File: src/rtl/fabric_pkg.sv
// Shared types and constants for the fabric address router and its tracking FIFO.
package fabric_pkg;

  localparam logic [31:0] FABRIC_ERR_DATA_DEFAULT = 32'hDEAD_BEEF;

  // Index widths of at least one bit, so that a single-port build still
  // has a legal vector.
  function automatic int clog2_min1(input int v);
    return (v <= 1) ? 1 : $clog2(v);
  endfunction

  // Locally generated response. The error responder's payload is built from
  // this and then sized to the router's DATA_W.
  typedef struct packed {
    logic [31:0] rdata;
    logic        err;
  } fabric_rsp_t;

endpackage

File: src/rtl/fabric_txn_fifo.sv
// In-order tracker of issued requests: each entry is {slave idx, decode err}.
// A push into a full FIFO is taken only when a pop happens in the same cycle.
module fabric_txn_fifo
  import fabric_pkg::*;
#(
  parameter int W     = 2,
  parameter int DEPTH = 4,
  parameter int CNT_W = $clog2(DEPTH + 1)
) (
  input  logic             clk,
  input  logic             rst,
  input  logic             push,
  input  logic [W-1:0]     push_data,
  input  logic             pop,
  output logic [W-1:0]     head,
  output logic             full,
  output logic             empty,
  output logic [CNT_W-1:0] count
);

  localparam int               PTR_W = clog2_min1(DEPTH);
  localparam logic [PTR_W-1:0] LAST  = PTR_W'(DEPTH - 1);

  logic [W-1:0]     mem [DEPTH];
  logic [PTR_W-1:0] wr_ptr, rd_ptr;
  logic             do_push, do_pop;

  // Pointers wrap explicitly so non-power-of-two depths work.
  function automatic logic [PTR_W-1:0] bump(input logic [PTR_W-1:0] p);
    return (p == LAST) ? '0 : p + 1'b1;
  endfunction

  assign full    = (count == CNT_W'(DEPTH));
  assign empty   = (count == '0);
  assign do_pop  = pop && !empty;
  assign do_push = push && (!full || do_pop);
  assign head    = mem[rd_ptr];

  always_ff @(posedge clk or posedge rst) begin
    if (rst) begin
      wr_ptr <= '0;
      rd_ptr <= '0;
      count  <= '0;
    end else begin
      if (do_push) wr_ptr <= bump(wr_ptr);
      if (do_pop)  rd_ptr <= bump(rd_ptr);
      case ({do_push, do_pop})
        2'b10:   count <= count + 1'b1;
        2'b01:   count <= count - 1'b1;
        default: ;
      endcase
    end
  end

  // Storage needs no reset: occupancy is defined by the pointers alone.
  always_ff @(posedge clk) begin
    if (do_push) mem[wr_ptr] <= push_data;
  end

endmodule

File: src/rtl/fabric_addr_router.sv
// One master to N slaves: base/mask decode, single pipe register, in-order
// response return via a tracking FIFO, and an internal decode-error responder.
module fabric_addr_router
  import fabric_pkg::*;
#(
  parameter int                  N             = 2,
  parameter int                  ADDR_W        = 32,
  parameter int                  DATA_W        = 32,
  parameter int                  SLV_W         = (N <= 1) ? 1 : $clog2(N),
  parameter bit                  HAS_DEFAULT   = 1'b1,
  parameter int                  DEFAULT_SLAVE = 0,
  parameter logic [N*ADDR_W-1:0] SLAVE_BASE    = '0,
  parameter logic [N*ADDR_W-1:0] SLAVE_MASK    = '0,
  parameter int                  MAX_OUTST     = 4,
  parameter logic [31:0]         ERR_DATA      = FABRIC_ERR_DATA_DEFAULT
) (
  input  logic                             clk,
  input  logic                             rst,
  input  logic [N-1:0]                     win_en,
  input  logic                             m_req_valid,
  output logic                             m_req_ready,
  input  logic [ADDR_W-1:0]                m_req_addr,
  input  logic                             m_req_write,
  input  logic [DATA_W-1:0]                m_req_wdata,
  output logic [N-1:0]                     s_req_valid,
  input  logic [N-1:0]                     s_req_ready,
  output logic [ADDR_W-1:0]                s_req_addr,
  output logic                             s_req_write,
  output logic [DATA_W-1:0]                s_req_wdata,
  input  logic [N-1:0]                     s_rsp_valid,
  output logic [N-1:0]                     s_rsp_ready,
  input  logic [N*DATA_W-1:0]              s_rsp_rdata,
  input  logic [N-1:0]                     s_rsp_err,
  output logic                             m_rsp_valid,
  input  logic                             m_rsp_ready,
  output logic [DATA_W-1:0]                m_rsp_rdata,
  output logic                             m_rsp_err,
  output logic [$clog2(MAX_OUTST+1)-1:0]   outst_count,
  output logic [15:0]                      decode_err_cnt
);

  localparam int          CNT_W   = $clog2(MAX_OUTST + 1);
  localparam fabric_rsp_t ERR_RSP = '{rdata: ERR_DATA, err: 1'b1};

  typedef struct packed {
    logic [ADDR_W-1:0] addr;
    logic              write;
    logic [DATA_W-1:0] wdata;
    logic [SLV_W-1:0]  idx;
    logic              err;
  } pipe_t;

  pipe_t             dec_req, pipe_q;
  logic              pipe_valid, pipe_leave, accept, room;
  logic              dec_hit;
  logic [SLV_W-1:0]  dec_idx;
  logic [SLV_W-1:0]  head_idx;
  logic              head_err;
  logic              fifo_full, fifo_empty, fifo_pop;

  // Decode: walk from the top so the lowest enabled matching window wins.
  always_comb begin
    dec_hit = 1'b0;
    dec_idx = '0;
    for (int i = N - 1; i >= 0; i--) begin
      if (win_en[i] &&
          ((m_req_addr & SLAVE_MASK[i*ADDR_W +: ADDR_W]) == SLAVE_BASE[i*ADDR_W +: ADDR_W])) begin
        dec_hit = 1'b1;
        dec_idx = SLV_W'(i);
      end
    end
    dec_req       = '0;
    dec_req.addr  = m_req_addr;
    dec_req.write = m_req_write;
    dec_req.wdata = m_req_wdata;
    if (dec_hit) begin
      dec_req.idx = dec_idx;
    end else if (HAS_DEFAULT) begin
      dec_req.idx = SLV_W'(DEFAULT_SLAVE);
    end else begin
      dec_req.err = 1'b1;
    end
  end

  // A pop this cycle frees the slot the leaving entry needs.
  assign room        = !fifo_full || fifo_pop;
  assign pipe_leave  = pipe_valid && room && (pipe_q.err || s_req_ready[pipe_q.idx]);
  assign m_req_ready = !pipe_valid || pipe_leave;
  assign accept      = m_req_valid && m_req_ready;

  always_ff @(posedge clk or posedge rst) begin
    if (rst) begin
      pipe_valid <= 1'b0;
      pipe_q     <= '0;
    end else begin
      if (accept) begin
        pipe_valid <= 1'b1;
        pipe_q     <= dec_req;
      end else if (pipe_leave) begin
        pipe_valid <= 1'b0;
      end
    end
  end

  always_comb begin
    s_req_valid = '0;
    if (pipe_valid && room && !pipe_q.err) s_req_valid[pipe_q.idx] = 1'b1;
  end

  assign s_req_addr  = pipe_q.addr;
  assign s_req_write = pipe_q.write;
  assign s_req_wdata = pipe_q.wdata;

  always_ff @(posedge clk or posedge rst) begin
    if (rst) begin
      decode_err_cnt <= '0;
    end else if (pipe_leave && pipe_q.err && (decode_err_cnt != 16'hFFFF)) begin
      decode_err_cnt <= decode_err_cnt + 1'b1;
    end
  end

  fabric_txn_fifo #(
    .W     (SLV_W + 1),
    .DEPTH (MAX_OUTST),
    .CNT_W (CNT_W)
  ) u_txn_fifo (
    .clk       (clk),
    .rst       (rst),
    .push      (pipe_leave),
    .push_data ({pipe_q.idx, pipe_q.err}),
    .pop       (fifo_pop),
    .head      ({head_idx, head_err}),
    .full      (fifo_full),
    .empty     (fifo_empty),
    .count     (outst_count)
  );

  // Response path is driven only by the FIFO head, which enforces request order.
  always_comb begin
    m_rsp_valid = 1'b0;
    m_rsp_rdata = '0;
    m_rsp_err   = 1'b0;
    s_rsp_ready = '0;
    if (!fifo_empty) begin
      if (head_err) begin
        m_rsp_valid = 1'b1;
        m_rsp_rdata = DATA_W'(ERR_RSP.rdata);
        m_rsp_err   = ERR_RSP.err;
      end else begin
        m_rsp_valid           = s_rsp_valid[head_idx];
        m_rsp_rdata           = s_rsp_rdata[head_idx*DATA_W +: DATA_W];
        m_rsp_err             = s_rsp_err[head_idx];
        s_rsp_ready[head_idx] = m_rsp_ready;
      end
    end
  end

  assign fifo_pop = m_rsp_valid && m_rsp_ready;

endmodule

File: config.mk
export PLATFORM = sky130hd
export DESIGN_NAME = fabric_addr_router
export DESIGN_NICKNAME = d
export VERILOG_FILES = /design/src/rtl/fabric_pkg.sv /design/src/rtl/fabric_txn_fifo.sv /design/src/rtl/fabric_addr_router.sv
export SDC_FILE = /design/constraint.sdc
export NUM_CORES = 1
export LEC_CHECK = 0
export ABC_AREA = 1
export BUFFER_PORTS_ARGS = -buffer_cell sky130_fd_sc_hd__buf_2
export CAP_MARGIN = 40
export CORE_ASPECT_RATIO = 0.9
export CORE_MARGIN = 4
export CORE_UTILIZATION = 45
export CTS_BUF_LIST = sky130_fd_sc_hd__clkbuf_16
export DETAILED_ROUTE_END_ITERATION = 8
export GPL_ROUTABILITY_DRIVEN = 0
export PLACE_DENSITY = 0.93
export SLEW_MARGIN = 20
export SYNTH_ARGS = -nofsm -noshare
export SYNTH_HDL_FRONTEND = slang
export SYNTH_HIERARCHICAL = 1
export SYNTH_SLANG_ARGS = --single-unit
File: constraint.sdc
create_clock -name clk -period 3 [get_ports clk]
set_input_delay 0.6 -clock clk [delete_from_list [all_inputs] [get_ports clk]]
set_output_delay 0.6 -clock clk [all_outputs]
set_load 0.01 [all_outputs]
==> reports/results.txt, run 1 <==
status: finished, final reports clean
critical path arrival: 2.18 ns
Tmin final: 2.78 ns
Finished Layout Cells: 897
Worst setup endpoint: s_rsp_ready[1]
post-synthesis adder-cell area fraction: 1.76%
area of the multi-input gates: 1770 um^2
most used cell along the critical path: inv_1
post-synthesis sequential area ratio: 44.7%
routed vias: 4308
CTS Sinks: 82
Worst Tran Pin Value: 0.656 ns
diodes inserted: 0
gr usage total: 19.9%
Port-buffer cells: 247
leakage power: 0.00333 uW
htree depth: 3
max-cap check violation count: 0
Final Max Slew Viols: 0
Final Hold Vio Count: 0
first-pass GRT wire length: 19400 um
mux cell area share after synthesis: 0%
CTS Hold Bufs: 0
cell area after synthesis: 4680 um^2
CP Max Fanout: 9
commonest cells after routing, fill and taps aside: buf_2, nand2_1, dfrtp_1
Max Root-Sink Buffers: 2
reg-to-reg slack, setup: 0.33 ns
post-CTS setup buffers: 0
syn_area_per_cell: 7.92 um^2
drt wl/cell: 13.9 um
largest family of logic cells by synthesized area: simple AND/OR/NAND/NOR gates
initial antenna violation count: 0
die area: 12100 um^2
Reg2Reg Capture Point: u_txn_fifo/count[2]
synth warn: 6
reg2reg start: u_txn_fifo/rd_ptr[0]
DRC: 0
Layout Nets: 910
Iter 0 DRT Violations: 271
post-route ant nets: 0
# setup viols final: 0
Final Power: 6860 uW
global route total overflow: 0
Post-Synth XOR/XNOR Area: 0.187%
vias in the first global route: 4151
power per cell area: 1180 nW/um^2
CP Cell Sequence: inv_1 > o21ai_0 > o22ai_2 > nor2_1 > inv_1 > nor3_1 > buf_2
Peak VDD IR: 0.000903 V
period utilization: 92.7%
Placed Cells: 881
Crit path required time: 2.40 ns
Post-Syn Instances: 591
simple-gate share of the synthesized area: 26.1%
Worst path max stage delay: 0.45 ns
startpoint type of the worst setup path: register
core area: 10200 um^2
cells on worst reg2reg path: 17
worst path bufs/invs: 3
CTS Buf Count: 9
CP startpoint: u_txn_fifo/rd_ptr[0]
number of fill cells in the layout: 918
HP Class: in2async
Synth Register Bits: 82
area grow syn2layout: 23.8%
post-CTS sizing: 0
critical path's slowest cell: dfrtp_1
Slew headroom: 56.3%
Synth cell types: 28
RSZ-0062 raised after global routing: false
TritonRoute pass-1 iters: 6
Die Height: 105 um
Vias/cell: 4.80
Final HPWL DP: 9670 um
CP Depth: 7
CP Capture Type: primary output
commonest non-fill, non-tap cell in the layout: buf_2
pin count of the biggest net entering global routing: 67
Compound-Gate Fraction of Synth Area: 7.91%
cell family with most CP delay: simple AND/OR/NAND/NOR gates
share of layout cells above drive strength 1: 38.0%
skew final: 0.0104 ns
CTS tree: yes
die width: 116 um
Starting Density: 45.9%
Clk Latency, worst-skew pair: 0.33 ns
total negative slack: 0 ns
root buf cell: clkbuf_16
number of top-level pins: 264
Clk pin slew, worst setup/hold paths: 0.06 ns
WL final: 12500 um
Sequential Area: 2090 um^2
fmax: 360 MHz
row count: 35
WS Path Type: reg2out
-- flip-flops by register name, indices dropped and copies added, names as in the netlist --
name               cells
pipe_q                 1
pipe_valid             1
s_req_addr            32
s_req_wdata           32
s_req_write            1
u_txn_fifo/count       3
u_txn_fifo/mem         8
u_txn_fifo/rd_ptr      2
u_txn_fifo/wr_ptr      2
-- worst reg2reg max path: cells and delay by family (launching register included) --
family          cells  cell delay (ns)
compound gates      2             0.44
fa+ha+maj           1             0.43
buf+inv             6             0.62
flops               1             0.45
simple gates        8             0.69
-- worst min path at each step --
| stage | endpoint | slack (ns) | from | depth (start not counted) |
|---|---|---|---|---|
| floorplan | u_txn_fifo/count[0] | 0.40 | rst | 1 |
| global placement | s_req_wdata[18] | 0.45 | s_req_wdata[18] | 2 |
| detailed placement | s_req_wdata[16] | 0.45 | s_req_wdata[16] | 2 |
| CTS | s_req_addr[27] | 0.22 | rst | 2 |
| global route | pipe_valid | 0.23 | rst | 2 |
| finish | s_req_wdata[14] | 0.22 | rst | 2 |
-- power by group --
part	switching [uW]	total [uW]	leakage, uW	internal, uW
logic	2370	3740	0.00219	1370
registers	311	1950	0.000984	1640
clock network	442	1180	0.000153	735
-- through the flow --
| step | hold WS [ns] | area (um^2) | utilization (%) | setup WS (ns) |
|---|---|---|---|---|
| after floorplan | 0.403 | 4750 | - | 0.698 |
| after global placement | 0.449 | 5470 | 53.6 | 0.646 |
| after detailed placement | 0.453 | 5470 | 53.6 | 0.319 |
| after CTS | 0.218 | 5790 | 56.8 | 0.223 |
| after global routing | 0.227 | 5790 | 56.8 | 0.00103 |
| final | 0.219 | 5790 | 56.8 | 0.220 |
-- synth_stat cells --
cell / count / area share [%]
o21ai_1: 3 / 0.32
buf_6: 4 / 0.96
xor2_1: 1 / 0.19
ha_1: 5 / 1.3
nor2_1: 29 / 2.3
inv_1: 27 / 2.2
o21ai_0: 14 / 1.5
nand3_1: 69 / 7.4
nand4_1: 2 / 0.27
buf_1: 2 / 0.16
nor3_1: 2 / 0.21
inv_2: 2 / 0.16
fa_1: 1 / 0.43
nand3_2: 5 / 1.1
dfrtp_1: 74 / 40
a31oi_1: 1 / 0.13
buf_2: 9 / 0.96
nand2_2: 7 / 0.94
edfxtp_1: 8 / 5.1
buf_4: 84 / 13
o22ai_1: 2 / 0.27
inv_4: 1 / 0.13
nand2_1: 171 / 14
clkbuf_1: 15 / 1.2
conb_1: 1 / 0.080
a21oi_1: 50 / 5.3
o21ai_4: 1 / 0.35
nor2_4: 1 / 0.24
-- cell type report --
cell class / instances / area share [%]
Tap cell: 129 / 2.79
Inverter: 30 / 1.99
Sequential cell: 82 / 36.1
Clock inverter: 7 / 1.71
Timing Repair Buffer: 256 / 22.9
Clock buffer: 9 / 3.89
Multi-Input combinational cell: 384 / 30.6
-- metal layers --
| layer | GRT usage (%) | wire length, um |
|---|---|---|
| met2 | 35.1 | 6340 |
| met1 | 22.5 | 4690 |
| met3 | 5.91 | 1200 |
| met4 | 6.96 | 255 |
| met5 | 0 | 0 |
-- logic make-up (layout without fill, tap and decap cells) --
group / count (synthesis) / in the layout
buffers and inverters: 144 / 302
xor gates and xnor gates: 1 / 1
DFF: 82 / 82
and+or+nand+nor: 286 / 286
adders and majority gates: 6 / 6
other: 1 / 20
AOI/OAI and AO/OA: 71 / 71
Note: power is estimated with default switching activity, not from simulation.
==> run 2: changes to the inputs <==
CELL_PAD_IN_SITES_DETAIL_PLACEMENT = 1   (was not set)
CELL_PAD_IN_SITES_GLOBAL_PLACEMENT = 1   (was not set)
CORE_UTILIZATION = 31   (was 45)
PLACE_DENSITY = 0.94   (was 0.93)
==> reports/results.txt, run 2 (synthesized netlist as in run 1, its figures left out) <==
power per cell area: 1180 nW/um^2 (about the same)
HP Class: in2async
Tmin final: 2.83 ns (+0.0473 ns)
routed vias: 4482 (+4.0%)
Net Sw Frac: 47.0% (+1.5 points)
number of top-level pins: 264 (unchanged)
Starting Density: 31.7% (-14 points)
post-CTS sizing: 0 (unchanged)
Worst Tran Pin Value: 0.709 ns (+0.0534 ns)
cells on worst reg2reg path: 17 (unchanged)
post-CTS setup buffers: 0 (unchanged)
commonest non-fill, non-tap cell in the layout: buf_2
Crit path required time: 2.40 ns (about the same)
CTS Buf Count: 9 (unchanged)
die area: 17100 um^2 (+42%)
Clk Latency, worst-skew pair: 0.34 ns (about the same)
skew final: 0.00711 ns (-0.00331 ns)
status: finished, final reports clean
period utilization: 94.2% (+1.6 points)
global route total overflow: 0 (unchanged)
CTS tree: yes
CTS Hold Bufs: 0 (unchanged)
fmax: 354 MHz (-1.7%)
total negative slack: 0 ns (unchanged)
Final HPWL DP: 11700 um (+21%)
Peak VDD IR: 0.000396 V (-56%)
initial antenna violation count: 1 (+1)
leakage power: 0.00334 uW (+0.31%)
vias in the first global route: 4634 (+12%)
Int Pwr: 3700 uW (-1.2%)
pin count of the biggest net entering global routing: 68 (+1.5%)
Vias/cell: 4.63 (-3.6%)
CP Capture Type: primary output
# setup viols final: 0 (unchanged)
core area: 14800 um^2 (+45%)
drt wl/cell: 15.6 um (+12%)
gr usage total: 17.2% (-2.6 points)
Layout Nets: 912 (+0.22%)
CP Max Fanout: 33 (+24)
Clock power frac: 16.5% (-0.6 points)
commonest cells after routing, fill and taps aside: buf_2, nand2_1, dfrtp_1
startpoint type of the worst setup path: register
Combinational Power Share: 55.5% (+1.1 points)
Clk pin slew, worst setup/hold paths: 0.07 ns (about the same)
sequential share of power: 28.0% (-0.4 points)
share of layout cells above drive strength 1: 38.2% (+0.16 points)
Finished Layout Cells: 968 (+7.9%)
CTS Sinks: 82 (unchanged)
Final Max Slew Viols: 0 (unchanged)
root buf cell: clkbuf_16
htree depth: 3 (unchanged)
TritonRoute pass-1 iters: 4 (-2)
Iter 0 DRT Violations: 99 (-63%)
Die Height: 125 um (+19%)
Final Hold Vio Count: 0 (unchanged)
Port-buffer cells: 247 (unchanged)
WS Path Type: reg2out
Slew headroom: 52.6% (-3.6 points)
max-cap check violation count: 0 (unchanged)
row count: 42 (+20%)
post-route ant nets: 0 (unchanged)
Psw: 3270 uW (+5.0%)
post-layout util: 39.9% (-17 points)
RSZ-0062 raised after global routing: false
WL final: 15100 um (+21%)
Max Root-Sink Buffers: 2 (unchanged)
critical path arrival: 2.23 ns (+0.05 ns)
DRC: 0 (unchanged)
Placed Cells: 952 (+8.1%)
diodes inserted: 0 (unchanged)
area grow syn2layout: 25.9%
die width: 138 um (+19%)
first-pass GRT wire length: 23500 um (+21%)
==> run 2: changes by cell type in the layout (fill, tap and decap cells not counted) <==
cell,previous run,this run
buf_12,2,3
buf_4,7,8
bufinv_16,2,1
clkinv_4,0,1
clkinvlp_4,2,1
inv_4,2,1
inv_6,2,3
inv_8,0,1
==> run 2: worst paths after layout <==
| kind | from | endpoint | slack (ns) |
|---|---|---|---|
| worst max-delay path | u_txn_fifo/rd_ptr[0] | m_rsp_rdata[16] | 0.17 |
| worst min-delay path | rst | u_txn_fifo/wr_ptr[1] | 0.22 |
| worst max register to register | u_txn_fifo/rd_ptr[0] | u_txn_fifo/count[2] | 0.34 |
| worst min register to register | s_req_wdata[17] | s_req_wdata[17] | 0.46 |
| max in group asynchronous | rst | s_req_wdata[29] | 1.99 |
| min in group clk | s_req_wdata[17] | s_req_wdata[17] | 0.46 |
==> run 2: metrics by stage <==
stage	setup WS (ns)	hold WS (ns)	total power, uW	area, um^2
2_1_floorplan	0.698	0.403	4870	4750
3_3_place_gp	0.644	0.447	5710	5580
3_5_place_dp	0.350	0.453	5890	5580
4_1_cts	0.143	0.223	7080	5890
5_1_grt	0.00896	0.252	7600	5890
6_report	0.173	0.223	6970	5890
==> run 2: final cells by class <==
| cell class | count | area [um^2] |
|---|---|---|
| Sequential cell | 82 | 2090 |
| Inverter | 30 | 115 |
| Clock inverter | 7 | 83.8 |
| Tap cell | 198 | 248 |
| Clock buffer | 9 | 225 |
| Fill cell | 1883 | 8870 |
| Multi-Input combinational cell | 384 | 1770 |
| Timing Repair Buffer | 258 | 1360 |
==> run 2: layer usage <==
metal,part of all wire (%),up-vias,GRT usage (%)
met3,11,16,6.30
met1,37,2147,18.6
li1,-,2129,-
met4,1.4,2,5.40
met2,50,188,30.9
met5,0.13,-,0
==> run 2: critical path, cell delays in order (launching register included) <==
cell and delay [ns]:
dfrtp_1 0.44, inv_1 0.13, o21ai_0 0.27, o22ai_2 0.15, inv_4 0.09, buf_4 0.32, nand2_1 0.09, a21oi_1 0.22
buf_2 0.17
==> run 2: power by group through the flow <==
stage               registers [uW]  logic, uW  clock network, uW
floorplan                     1900       2970                  0
global placement              1930       3790                  0
detailed placement            1960       3930                  0
CTS                           1960       3940               1180
global route                  2020       4350               1220
finish                        1950       3870               1150
